==> src/rtl/multicycle_control_unit.sv <==
// Multi-cycle FETCH/DECODE/EXEC/MEM/WB control FSM for the RV32I subset core.
// Optional BRANCH_LT_EN macro adds blt/bge decode.
module multicycle_control_unit #(
    parameter int MEM_TIMEOUT = 15,
    parameter int TO_W        = 4,
    parameter int INSTRET_W   = 32
) (
    input  logic                 clk,
    input  logic                 rst,
    input  logic [31:0]          im_data,
    input  logic                 im_valid,
    input  logic                 ALUzero,
    input  logic                 ALUlt,
    input  logic                 dmem_ready,
    output logic                 ir_load,
    output logic                 PCwrite,
    output logic                 PCsrc,
    output logic                 RegWrite,
    output logic                 ALUsrc,
    output logic [1:0]           ALUctl,
    output logic                 MemtoReg,
    output logic                 dmem_req,
    output logic                 MemWrite,
    output logic                 trap,
    output logic [2:0]           state,
    output logic [INSTRET_W-1:0] instret
);

    localparam logic [2:0] S_FETCH  = 3'd0;
    localparam logic [2:0] S_DECODE = 3'd1;
    localparam logic [2:0] S_EXEC   = 3'd2;
    localparam logic [2:0] S_MEM    = 3'd3;
    localparam logic [2:0] S_WB     = 3'd4;
    localparam logic [2:0] S_TRAP   = 3'd5;

    localparam logic [6:0] OP_R    = 7'b0110011;
    localparam logic [6:0] OP_ADDI = 7'b0010011;
    localparam logic [6:0] OP_LW   = 7'b0000011;
    localparam logic [6:0] OP_SW   = 7'b0100011;
    localparam logic [6:0] OP_BR   = 7'b1100011;

    localparam logic [TO_W-1:0] WAIT_LAST = TO_W'(MEM_TIMEOUT - 1);

    logic [2:0]           state_q, state_d;
    logic [31:0]          ir_q, ir_d;
    logic [TO_W-1:0]      wcnt_q, wcnt_d;
    logic [INSTRET_W-1:0] instret_q, instret_d;
    logic                 retire;

    logic [6:0] opc, f7;
    logic [2:0] f3;
    logic       is_r, is_addi, is_lw, is_sw, is_br;
    logic       br_legal, br_taken, illegal;
    logic       unused_bits;

    assign opc = ir_q[6:0];
    assign f3  = ir_q[14:12];
    assign f7  = ir_q[31:25];

    assign is_r    = (opc == OP_R);
    assign is_addi = (opc == OP_ADDI);
    assign is_lw   = (opc == OP_LW);
    assign is_sw   = (opc == OP_SW);
    assign is_br   = (opc == OP_BR);

`ifdef BRANCH_LT_EN
    assign br_legal = (f3 == 3'b000) || (f3 == 3'b001) ||
                      (f3 == 3'b100) || (f3 == 3'b101);
    assign unused_bits = ^{ir_q[24:15], ir_q[11:7]};
`else
    assign br_legal = (f3 == 3'b000) || (f3 == 3'b001);
    assign unused_bits = ^{ir_q[24:15], ir_q[11:7], ALUlt};
`endif

    assign illegal = !(is_r || is_addi || is_lw || is_sw || is_br) ||
                     (is_r && f7 != 7'h00 && f7 != 7'h20) ||
                     (is_br && !br_legal);

    always_comb begin
        br_taken = 1'b0;
        case (f3)
            3'b000:  br_taken = ALUzero;
            3'b001:  br_taken = !ALUzero;
`ifdef BRANCH_LT_EN
            3'b100:  br_taken = ALUlt;
            3'b101:  br_taken = !ALUlt;
`endif
            default: br_taken = 1'b0;
        endcase
    end

    always_ff @(posedge clk) begin
        if (rst) begin
            state_q   <= S_FETCH;
            ir_q      <= '0;
            wcnt_q    <= '0;
            instret_q <= '0;
        end else begin
            state_q   <= state_d;
            ir_q      <= ir_d;
            wcnt_q    <= wcnt_d;
            instret_q <= instret_d;
        end
    end

    always_comb begin
        state_d = state_q;
        ir_d    = ir_q;
        wcnt_d  = wcnt_q;
        retire  = 1'b0;
        case (state_q)
            S_FETCH: begin
                if (im_valid) begin
                    ir_d    = im_data;
                    state_d = S_DECODE;
                end
            end
            S_DECODE: state_d = illegal ? S_TRAP : S_EXEC;
            S_EXEC: begin
                wcnt_d = '0;
                unique case (1'b1)
                    is_r, is_addi: state_d = S_WB;
                    is_lw, is_sw:  state_d = S_MEM;
                    is_br: begin
                        retire  = 1'b1;
                        state_d = S_FETCH;
                    end
                    default:       state_d = S_TRAP;
                endcase
            end
            S_MEM: begin
                // a completion on the limit cycle beats the timeout
                if (dmem_ready) begin
                    retire  = is_sw;
                    state_d = is_sw ? S_FETCH : S_WB;
                end else if (wcnt_q == WAIT_LAST) begin
                    state_d = S_TRAP;
                end else begin
                    wcnt_d = wcnt_q + 1'b1;
                end
            end
            S_WB: begin
                retire  = 1'b1;
                state_d = S_FETCH;
            end
            S_TRAP:  state_d = S_TRAP;
            default: state_d = S_TRAP;
        endcase
        instret_d = instret_q + INSTRET_W'(retire);
    end

    always_comb begin
        ir_load  = 1'b0;
        PCwrite  = 1'b0;
        PCsrc    = 1'b0;
        RegWrite = 1'b0;
        ALUsrc   = 1'b0;
        ALUctl   = 2'b00;
        MemtoReg = 1'b0;
        dmem_req = 1'b0;
        MemWrite = 1'b0;
        if (!rst) begin
            case (state_q)
                S_FETCH: ir_load = im_valid;
                S_EXEC: begin
                    unique case (1'b1)
                        is_r: ALUctl = {1'b0, f7[5]};
                        is_addi, is_lw, is_sw: ALUsrc = 1'b1;
                        is_br: begin
                            ALUctl  = 2'b01;
                            PCwrite = 1'b1;
                            PCsrc   = br_taken;
                        end
                        default: ALUctl = 2'b00;
                    endcase
                end
                S_MEM: begin
                    dmem_req = 1'b1;
                    ALUsrc   = 1'b1;
                    MemWrite = is_sw;
                    PCwrite  = is_sw && dmem_ready;
                end
                S_WB: begin
                    RegWrite = 1'b1;
                    PCwrite  = 1'b1;
                    MemtoReg = is_lw;
                end
                default: ir_load = 1'b0;
            endcase
        end
    end

    assign trap    = (state_q == S_TRAP);
    assign state   = state_q;
    assign instret = instret_q;

endmodule

==> config.mk <==
export PLATFORM = sky130hd
export DESIGN_NAME = multicycle_control_unit
export DESIGN_NICKNAME = d
export VERILOG_FILES = /design/src/rtl/multicycle_control_unit.sv
export SDC_FILE = /design/constraint.sdc
export NUM_CORES = 1
export LEC_CHECK = 0
export CORE_MARGIN = 5
export CORE_UTILIZATION = 40
export DETAILED_ROUTE_END_ITERATION = 10
export PLACE_DENSITY = 0.67
export SYNTH_ARGS = -nofsm -noshare
export SYNTH_HDL_FRONTEND = slang
export SYNTH_SLANG_ARGS = --single-unit
==> constraint.sdc <==
create_clock -name clk -period 3 [get_ports clk]
set_input_delay 0.6 -clock clk [delete_from_list [all_inputs] [get_ports clk]]
set_output_delay 0.6 -clock clk [all_outputs]
set_load 0.02 [all_outputs]
# Word-level counts from Yosys, hierarchy flattened
# Cells that the tools add are included.
dict set report totals {
  input_bits 38
  wordCells 82
  output_inout_bits 46
  reg_bits 71
}
dict set report classes {
  n_reduce_logical 24
  n_addsub 2
  eq_ne 17
  mux 35
}
# op n
set ops {}
lappend ops {{$add A32 B1 Y32} 1}
lappend ops {{$mux W1} 20}
lappend ops {{$mux W3} 5}
lappend ops {{$pmux W3 S5} 1}
lappend ops {{$eq A7 B6 Y1 const B} 2}
lappend ops {{$pmux W3 S3} 1}
lappend ops {{$mux W4} 2}
lappend ops {{$pmux W4 S2} 1}
lappend ops {{$eq A7 B2 Y1 const B} 1}
lappend ops {{$eq A7 B5 Y1 const B} 1}
lappend ops {{$eq A7 B7 Y1 const B} 1}
lappend ops {{$logic_or A1 B1 Y1} 7}
lappend ops {{$ne A7 B6 Y1 const B} 1}
lappend ops {{$reduce_bool A7 Y1} 1}
lappend ops {{$eq A3 B1 Y1 const B} 2}
lappend ops {{$eq A3 B2 Y1 const B} 2}
lappend ops {{$eq A3 B3 Y1 const B} 2}
lappend ops {{$logic_not A3 Y1} 2}
lappend ops {{$ne A2 B2 Y1 const B} 3}
lappend ops {{$pmux W1 S2} 3}
lappend ops {{$pmux W1 S3} 2}
lappend ops {{$add A4 B1 Y4 const B} 1}
lappend ops {{$eq A4 B4 Y1 const B} 1}
lappend ops {{$logic_and A1 B1 Y1} 4}
lappend ops {{7 further kinds} 11}

# Longest topological paths before layout
# Gate-level depths: netlist of run 1.
dict set report depth {
  word_depth 10
  depth_mapped 12
}

# Worst setup path before layout of run 1
# OpenSTA, ideal clock, no wires.
dict set report synth_path {
  path_kind {flip-flop to flip-flop}
  startpoint {reg ir_q[3]}
  endpoint {reg instret_q[24] (netlist: instret[24])}
  stages_incl_launch_ff 13
  setup_ns 0.128
  synth_period_minus_slack_ns 2.761
  setup_slack_ns 0.239
  n_path_buf 1
  t_arrival_ns 2.633
  path_cell_list {dfxtp_1 > nand4bb_4 > or2_1 > clkbuf_2 > nor4_2 > a311o_2 > ha_1 > ha_1 > nand4_2 > nor4_4 > nand4_1 > xnor2_1 > nor2_1}
}
dict set report synth_between {
  elab_chain_len 4
}
# element line
set synth_rtl {}
lappend synth_rtl {{start: declaration} 45} ;# logic [31:0] ir_q, ir_d;
lappend synth_rtl {{start signal: assignment} 100} ;# ir_q <= ir_d;
lappend synth_rtl {{$eq A7 B6 Y1 / $eq A7 B7 Y1 (equally long branches)} {63, 64}}
lappend synth_rtl {{$mux W1, on equally long branches} {133, 121}}
lappend synth_rtl {{$pmux W1 S3 *} 111} ;# case (state_q)
lappend synth_rtl {{$add A32 B1 Y32 *} 149} ;# instret_d = instret_q + INSTRET_W'(retire);
lappend synth_rtl {{end signal: assignment} 102} ;# instret_q <= instret_d;
lappend synth_rtl {{end: declaration} 47} ;# logic [INSTRET_W-1:0] instret_q, instret_d;
# Every way passes the cells marked *; elsewhere a longest branch is shown, timed or not.
# A chain may end at the register's enable or synchronous reset.

# Worst setup path after layout of run 1
dict set report layout_path {
  startpoint {reg ir_q[3]}
  endpoint {out ALUctl[0]}
}
dict set report layout_between {
  elab_chain_len 4
}
# element line
set layout_rtl {}
lappend layout_rtl {{$eq A7 B7 Y1 / $eq A7 B6 Y1 (equally long branches)} {64, 60}}
lappend layout_rtl {{$pmux W1 S2 *} 166} ;# unique case (1'b1)
lappend layout_rtl {{$mux W1 *} 163} ;# case (state_q)
lappend layout_rtl {{$mux W1 *} 162} ;# if (!rst) begin
lappend layout_rtl {{end: declaration} 20} ;# output logic [1:0] ALUctl,
# Marked as above.

==> impl_metrics.yaml, run 1 <==
setup_path:
  cp_top_family: "buffers and inverters"
  worst_ep_arrival_time_ns: 2.29
  crit_required_ns: 2.40
  cp.depth: 5
  startpoint_type: "register"
  crit_end: "ALUctl[0]"
  reg2reg_from: "ir_q[3]"
  regToRegSetupSlack_ns: 0.16
  crit_type: "register to output port"
  slowest_delay_ns: 0.62
  setup.worst_path.end_class: "output port"
  ff2ff_path_depth: 12
  setup.worst_path.start: "ir_q[3]"
  critical_path.max_fanout: 5
  r2r_end: "instret[24]"
  slowest_stage: "clkdlybuf4s50_1"
  critPathBufInv: 2
  path_cells: "nand4bb_4, buf_4, or4_1, a21oi_1, clkdlybuf4s50_1"
detailed_routing:
  wire_per_inst_um: 13.6
  vias_per_cell: 5.17
  antenna_left: 0
  routed_wl_um: 6460
  route.vias.total: 2452
  drt_iter0_markers: 103
  post-route-drc-count: 0
  first_pass_iters: 4
cts:
  cts_setup_buffers: 0
  numCtsBuffers: 5
  holdBufCountCts: 0
  root_buffer: "clkbuf_8"
  clock_latency_ns: 0.31
  htreeDepth: 2
  path_clk_slew_ns: 0.10
  cts_buffer_depth: 2
  clock_sinks: 56
  cts_tree: "yes"
global_routing:
  track_usage_pct: 15.1
  grt_pass1_vias: 2148
  antenna_found_initial: 0
  grt-ovfl-total: 0
  grt_pass1_wl_um: 10400
  grt_max_degree: 34
synth:
  syn-num-nets: 370
  yosysTopAreaCell: "dfxtp_1"
  synth_xor_area_share_pct: 9.75
  yosys-top-cells-count: "dfxtp_1, nand2_1, nor2_1, xor2_1, a21oi_1"
  synth_area_per_cell_sq_um: 8.22
  syn_area_sq_mm: 0.00270
  synth_compound_area_share_pct: 10.4
  ys_seq_area_share_pct: 41.6
  ys_ff_latch: 56
  yosysWarnings: 0
  netlist.area_leader.share_pct: 41.6
  synth_edf_count: 0
  synth.distinct_cells: 45
  synth_top_family_by_area: "simple AND/OR/NAND/NOR gates"
  synth_most_common_cell: "dfxtp_1"
  synth_adder_area_share_pct: 2.23
  synthArstFlopShare_pct: 0
  synthFlopType: "dfxtp_1"
  synth-simple-area-share_pct: 30.9
  ys_top_cells_by_area: "dfxtp_1, xor2_1, nand2_1, nor2_1, a21oi_1"
  syn_inst: 328
  muxShareOfSynthArea_pct: 0.743
power_and_ir_drop:
  power_switching_mw: 0.485
  seqPwrFrac_pct: 49.1
  p_leak_nw: 1.31
  p_comb_share_pct: 20.0
  clkPwrFrac_pct: 30.9
  swShare_pct: 28.5
  power.density_mw_per_mm2: 472
  ir_worst_vdd_mv: 0.238
  intPower_mw: 1.22
timing:
  tightestPinTransition_ns: 0.662
  finalSetupTns_ns: 0
  hold_viol: 0
  slew_headroom_pct: 55.7
  grt_setup_unrepaired: "false"
  fin_ws_ns: 0.106
  slew_violations: 0
  finalClockSkew_ns: 0.00958
  final-setup-viol-count: 0
  max_freq_ghz: 0.346
  post-route-period-util_pct: 96.5
  period_minus_slack_ns: 2.89
floorplan:
  die_h_um: 92.1
  fp-row-count: 30
  dieArea_sq_mm: 0.00848
  start_util_pct: 40.3
  num_io_pins: 84
  coreArea_sq_mm: 0.00668
  die_w_um: 92.1
finish:
  final_nets: 435
  fillers: 645
  design_area_sq_mm: 0.00360
  drive_gt1_share_pct: 7.87
  area_growth_pct: 33.6
  antenna_cells: 0
flow_run:
  drv_cap: 0
placement:
  dpl_cell_area_sq_mm: 0.00346
  portBuffers: 66
  hpwlAfterDp_um: 4680
  gp_congestion: 0.801
  preCtsSetupSlack_ns: 0.105
run_status:
  status: "finished clean"
min_path:
  hold_class: "register to register"
  holdPathStages: 2
how the worst min path moves through the flow:
| stage | startpoint | end | slack, ns |
|---|---|---|---|
| 6_report | ir_q[28] | ir_q[28] | 0.46 |
| 5_1_grt | ir_q[28] | ir_q[28] | 0.48 |
| 4_1_cts | ir_q[28] | ir_q[28] | 0.46 |
| 3_5_place_dp | ir_q[28] | ir_q[28] | 0.45 |
| 3_3_place_gp | ir_q[28] | ir_q[28] | 0.44 |
| 2_1_floorplan | ir_q[31] | ir_q[31] | 0.43 |
flip-flops by register name, indices dropped and copies added, names as in the netlist:
register and flops:
state 3, wcnt_q 4, instret 32, ir_q 17
placed cells by master (no fill, tap or decap), types with 2 or more instances in the layout:
| master | n |
|---|---|
| clkdlybuf4s50_1 | 64 |
| dfxtp_1 | 55 |
| nand2_1 | 48 |
| nor2_1 | 43 |
| xor2_1 | 25 |
| a21oi_1 | 22 |
| nand4_1 | 14 |
| nand3_1 | 12 |
| buf_4 | 11 |
| o21ai_0 | 9 |
| inv_1 | 8 |
| clkbuf_8 | 6 |
| nor2b_1 | 5 |
| nor3_1 | 5 |
| and3_1 | 5 |
| xnor2_1 | 5 |
| a31oi_1 | 4 |
| a22oi_1 | 4 |
| and4_1 | 4 |
| nor3b_1 | 3 |
| nand2b_1 | 3 |
| nor4_1 | 3 |
| ha_1 | 3 |
| or4_1 | 2 |
| a211oi_1 | 2 |
| nor4_4 | 2 |
| mux2i_1 | 2 |
| and2_1 | 2 |
| o41ai_1 | 2 |
cells by family after synthesis:
group,count (synthesis)
AOI/OAI and AO/OA,47
xor gates and xnor gates,30
adders and majority gates,5
buffers and inverters,28
DFF,56
muxes,2
other,1
and+or+nand+nor,159
worst register-to-register path, stage by stage (launching register included):
cell and delay [ns]:
dfxtp_1 0.32, nand4bb_4 0.22, or2_1 0.27, nor4_2 0.30, a311o_2 0.17, ha_1 0.26, ha_4 0.19, nand4_2 0.16
nor4_4 0.32, buf_6 0.18, nand4_1 0.12, xnor2_1 0.17, nor2_1 0.05
area by class of cell:
cell class                      count  area, sq um  share of cell area (%)
Clock buffer                        6         82.6                    2.29
Clock inverter                      2         38.8                    1.08
Inverter                            8         30.0                   0.834
Multi-Input combinational cell    244         1480                    41.0
Sequential cell                    56         1120                    31.2
Tap cell                           80          100                    2.78
Timing Repair Buffer               78          748                    20.8
repair_timing:
item                       CTS  global route
pin swaps                    0             0
setup endpoints to repair    1            18
resized for setup            1             5
cloned                       0             0
stage by stage:
stage	power, mW	util [%]	hold WS [ns]	cells
after global routing	1.79	53.9	0.480	474
after global placement	1.19	51.7	0.442	466
after floorplan	1.06	-	0.431	328
after detailed placement	1.19	51.7	0.447	466
final	1.70	53.9	0.457	474
after CTS	1.71	53.5	0.462	474
power groups by stage:
stage          registers, mW  clock network, mW  logic [mW]
2_1_floorplan          0.841                  0       0.219
3_3_place_gp           0.850                  0       0.339
3_5_place_dp           0.851                  0       0.342
4_1_cts                0.834              0.538       0.343
5_1_grt                0.843              0.567       0.377
6_report               0.834              0.526       0.340
per-layer routing:
metal	track usage, %	up-vias	part of all wire [%]
met5	0	-	0
met4	4.58	0	1.4
met3	3.61	7	4.2
met2	24.1	51	47
met1	20.1	1142	47
li1	-	1252	-
Note: power is estimated with default switching activity, not from simulation.
==> run 2, diff against run 1 <==
--- a/config.mk
+++ b/config.mk
@@ -8,7 +8,9 @@
 export CORE_MARGIN = 5
 export CORE_UTILIZATION = 40
 export DETAILED_ROUTE_END_ITERATION = 10
-export PLACE_DENSITY = 0.67
+export DONT_BUFFER_PORTS = 1
+export PLACE_DENSITY = 0.51
+export SLEW_MARGIN = 20
 export SYNTH_ARGS = -nofsm -noshare
 export SYNTH_HDL_FRONTEND = slang
 export SYNTH_SLANG_ARGS = --single-unit
==> impl_metrics.yaml, run 2 (synthesis results as in run 1) <==
setup_path:
  slowest_stage: "nor2b_1"
  critical_path.max_fanout: 5
  setup.worst_path.end_class: "output port"
  setup.worst_path.start: "state[2]"
  crit_type: "register to output port"
  worst_ep_arrival_time_ns: 2.06
  critPathBufInv: 2
  cp_common_cell: "buf_4"
  reg2reg_from: "ir_q[3]"
  path_cells: "buf_4, nor3b_1, nor2b_1, nor4b_1, buf_4"
  crit_required_ns: 2.40
  slowest_delay_ns: 0.44
  cp_top_family: "simple AND/OR/NAND/NOR gates"
  startpoint_type: "register"
min_path:
  hold_class: "input port to register"
  hp-start: "rst"
cts:
  clock_sinks: 56
  holdBufCountCts: 0
  cts_setup_buffers: 0
  clock_latency_ns: 0.31
  numCtsBuffers: 5
  root_buffer: "clkbuf_8"
  cts_buffer_depth: 2
  cts_tree: "yes"
  htreeDepth: 2
  ctsResizeCount: 0
  path_clk_slew_ns: 0.11
timing:
  slew_headroom_pct: 55.4
  period_minus_slack_ns: 2.66
  finalSetupTns_ns: 0
  post-route-period-util_pct: 88.7
  max_freq_ghz: 0.376
  tightestPinTransition_ns: 0.667
  hold_viol: 0
  slew_violations: 0
  final-setup-viol-count: 0
  finalClockSkew_ns: 0.0117
  grt_setup_unrepaired: "false"
placement:
  hpwlAfterDp_um: 4370
  dp.cells: 406
  gp_congestion: 0.734
  portBuffers: 0
floorplan:
  start_util_pct: 40.3
  num_io_pins: 84
  die_h_um: 92.1
  dieArea_sq_mm: 0.00848
  die_w_um: 92.1
  fp-row-count: 30
  coreArea_sq_mm: 0.00668
global_routing:
  grt_max_degree: 62
  antenna_found_initial: 0
  track_usage_pct: 14.9
  grt_pass1_vias: 2131
  grt_pass1_wl_um: 10400
  grt-ovfl-total: 0
finish:
  mostFrequentLayoutCell: "dfxtp_1"
  drive_gt1_share_pct: 10.5
  largest_reg_flops: 32
  layout_common_cells: "dfxtp_1, nand2_1, nor2_1"
  fillers: 704
  antenna_cells: 0
  area_growth_pct: 9.89
  final_nets: 375
  instances_no_fill: 414
power_and_ir_drop:
  power.density_mw_per_mm2: 527
  ir_worst_vdd_mv: 0.154
  p_leak_nw: 1.08
detailed_routing:
  antenna_left: 0
  vias_per_cell: 5.31
  post-route-drc-count: 0
  first_pass_iters: 4
  wire_per_inst_um: 14.6
  drt_iter0_markers: 79
  routed_wl_um: 6060
  route.vias.total: 2200
flow_run:
  drv_cap: 0
run_status:
  status: "finished clean"
run 2: layout make-up:
class                           count  area [sq um]  share of cell area, %
Sequential cell                    56          1120                   37.9
Clock buffer                        6          82.6                   2.79
Tap cell                           80           100                   3.38
Inverter                            8          30.0                   1.01
Timing Repair Buffer               18           139                   4.69
Multi-Input combinational cell    244          1470                   49.6
Clock inverter                      2          18.8                  0.634
run 2: where the power goes:
| part | switching [mW] | total (mW) | internal [mW] |
|---|---|---|---|
| Sequential | 0.0426 | 0.829 | 0.787 |
| Combinational | 0.170 | 0.283 | 0.113 |
| Clock | 0.256 | 0.449 | 0.194 |
| Total | 0.468 | 1.56 | 1.09 |
run 2: worst paths after layout:
| kind | end | cells after the start | slack (ns) |
|---|---|---|---|
| worst min-delay path | ir_q[30] | 1 | 0.35 |
| worst min register to register | ir_q[29] | 2 | 0.45 |
| worst max-delay path | MemtoReg | 5 | 0.34 |
| worst max register to register | instret[24] | 12 | 0.34 |
run 2: through the flow:
step	power [mW]	worst slack, ns	hold WS, ns	utilization, %	cell area (sq um)
6_report	1.56	0.339	0.348	44.3	2960
5_1_grt	1.66	0.103	0.324	44.3	2960
4_1_cts	1.59	0.0677	0.335	44.1	2950
3_5_place_dp	1.13	0.101	0.439	42.6	2850
3_3_place_gp	1.13	0.117	0.436	42.6	2850
2_1_floorplan	1.06	0.239	0.431	-	2700
run 2: metal layers:
metal / track usage (%) / share of wire [%] / up-vias
met4: 3.71 / 0.58 / 0
met3: 4.68 / 6.3 / 2
met5: 0 / 0 / -
met2: 25.3 / 48 / 46
li1: - / - / 1137
met1: 18.2 / 46 / 1015
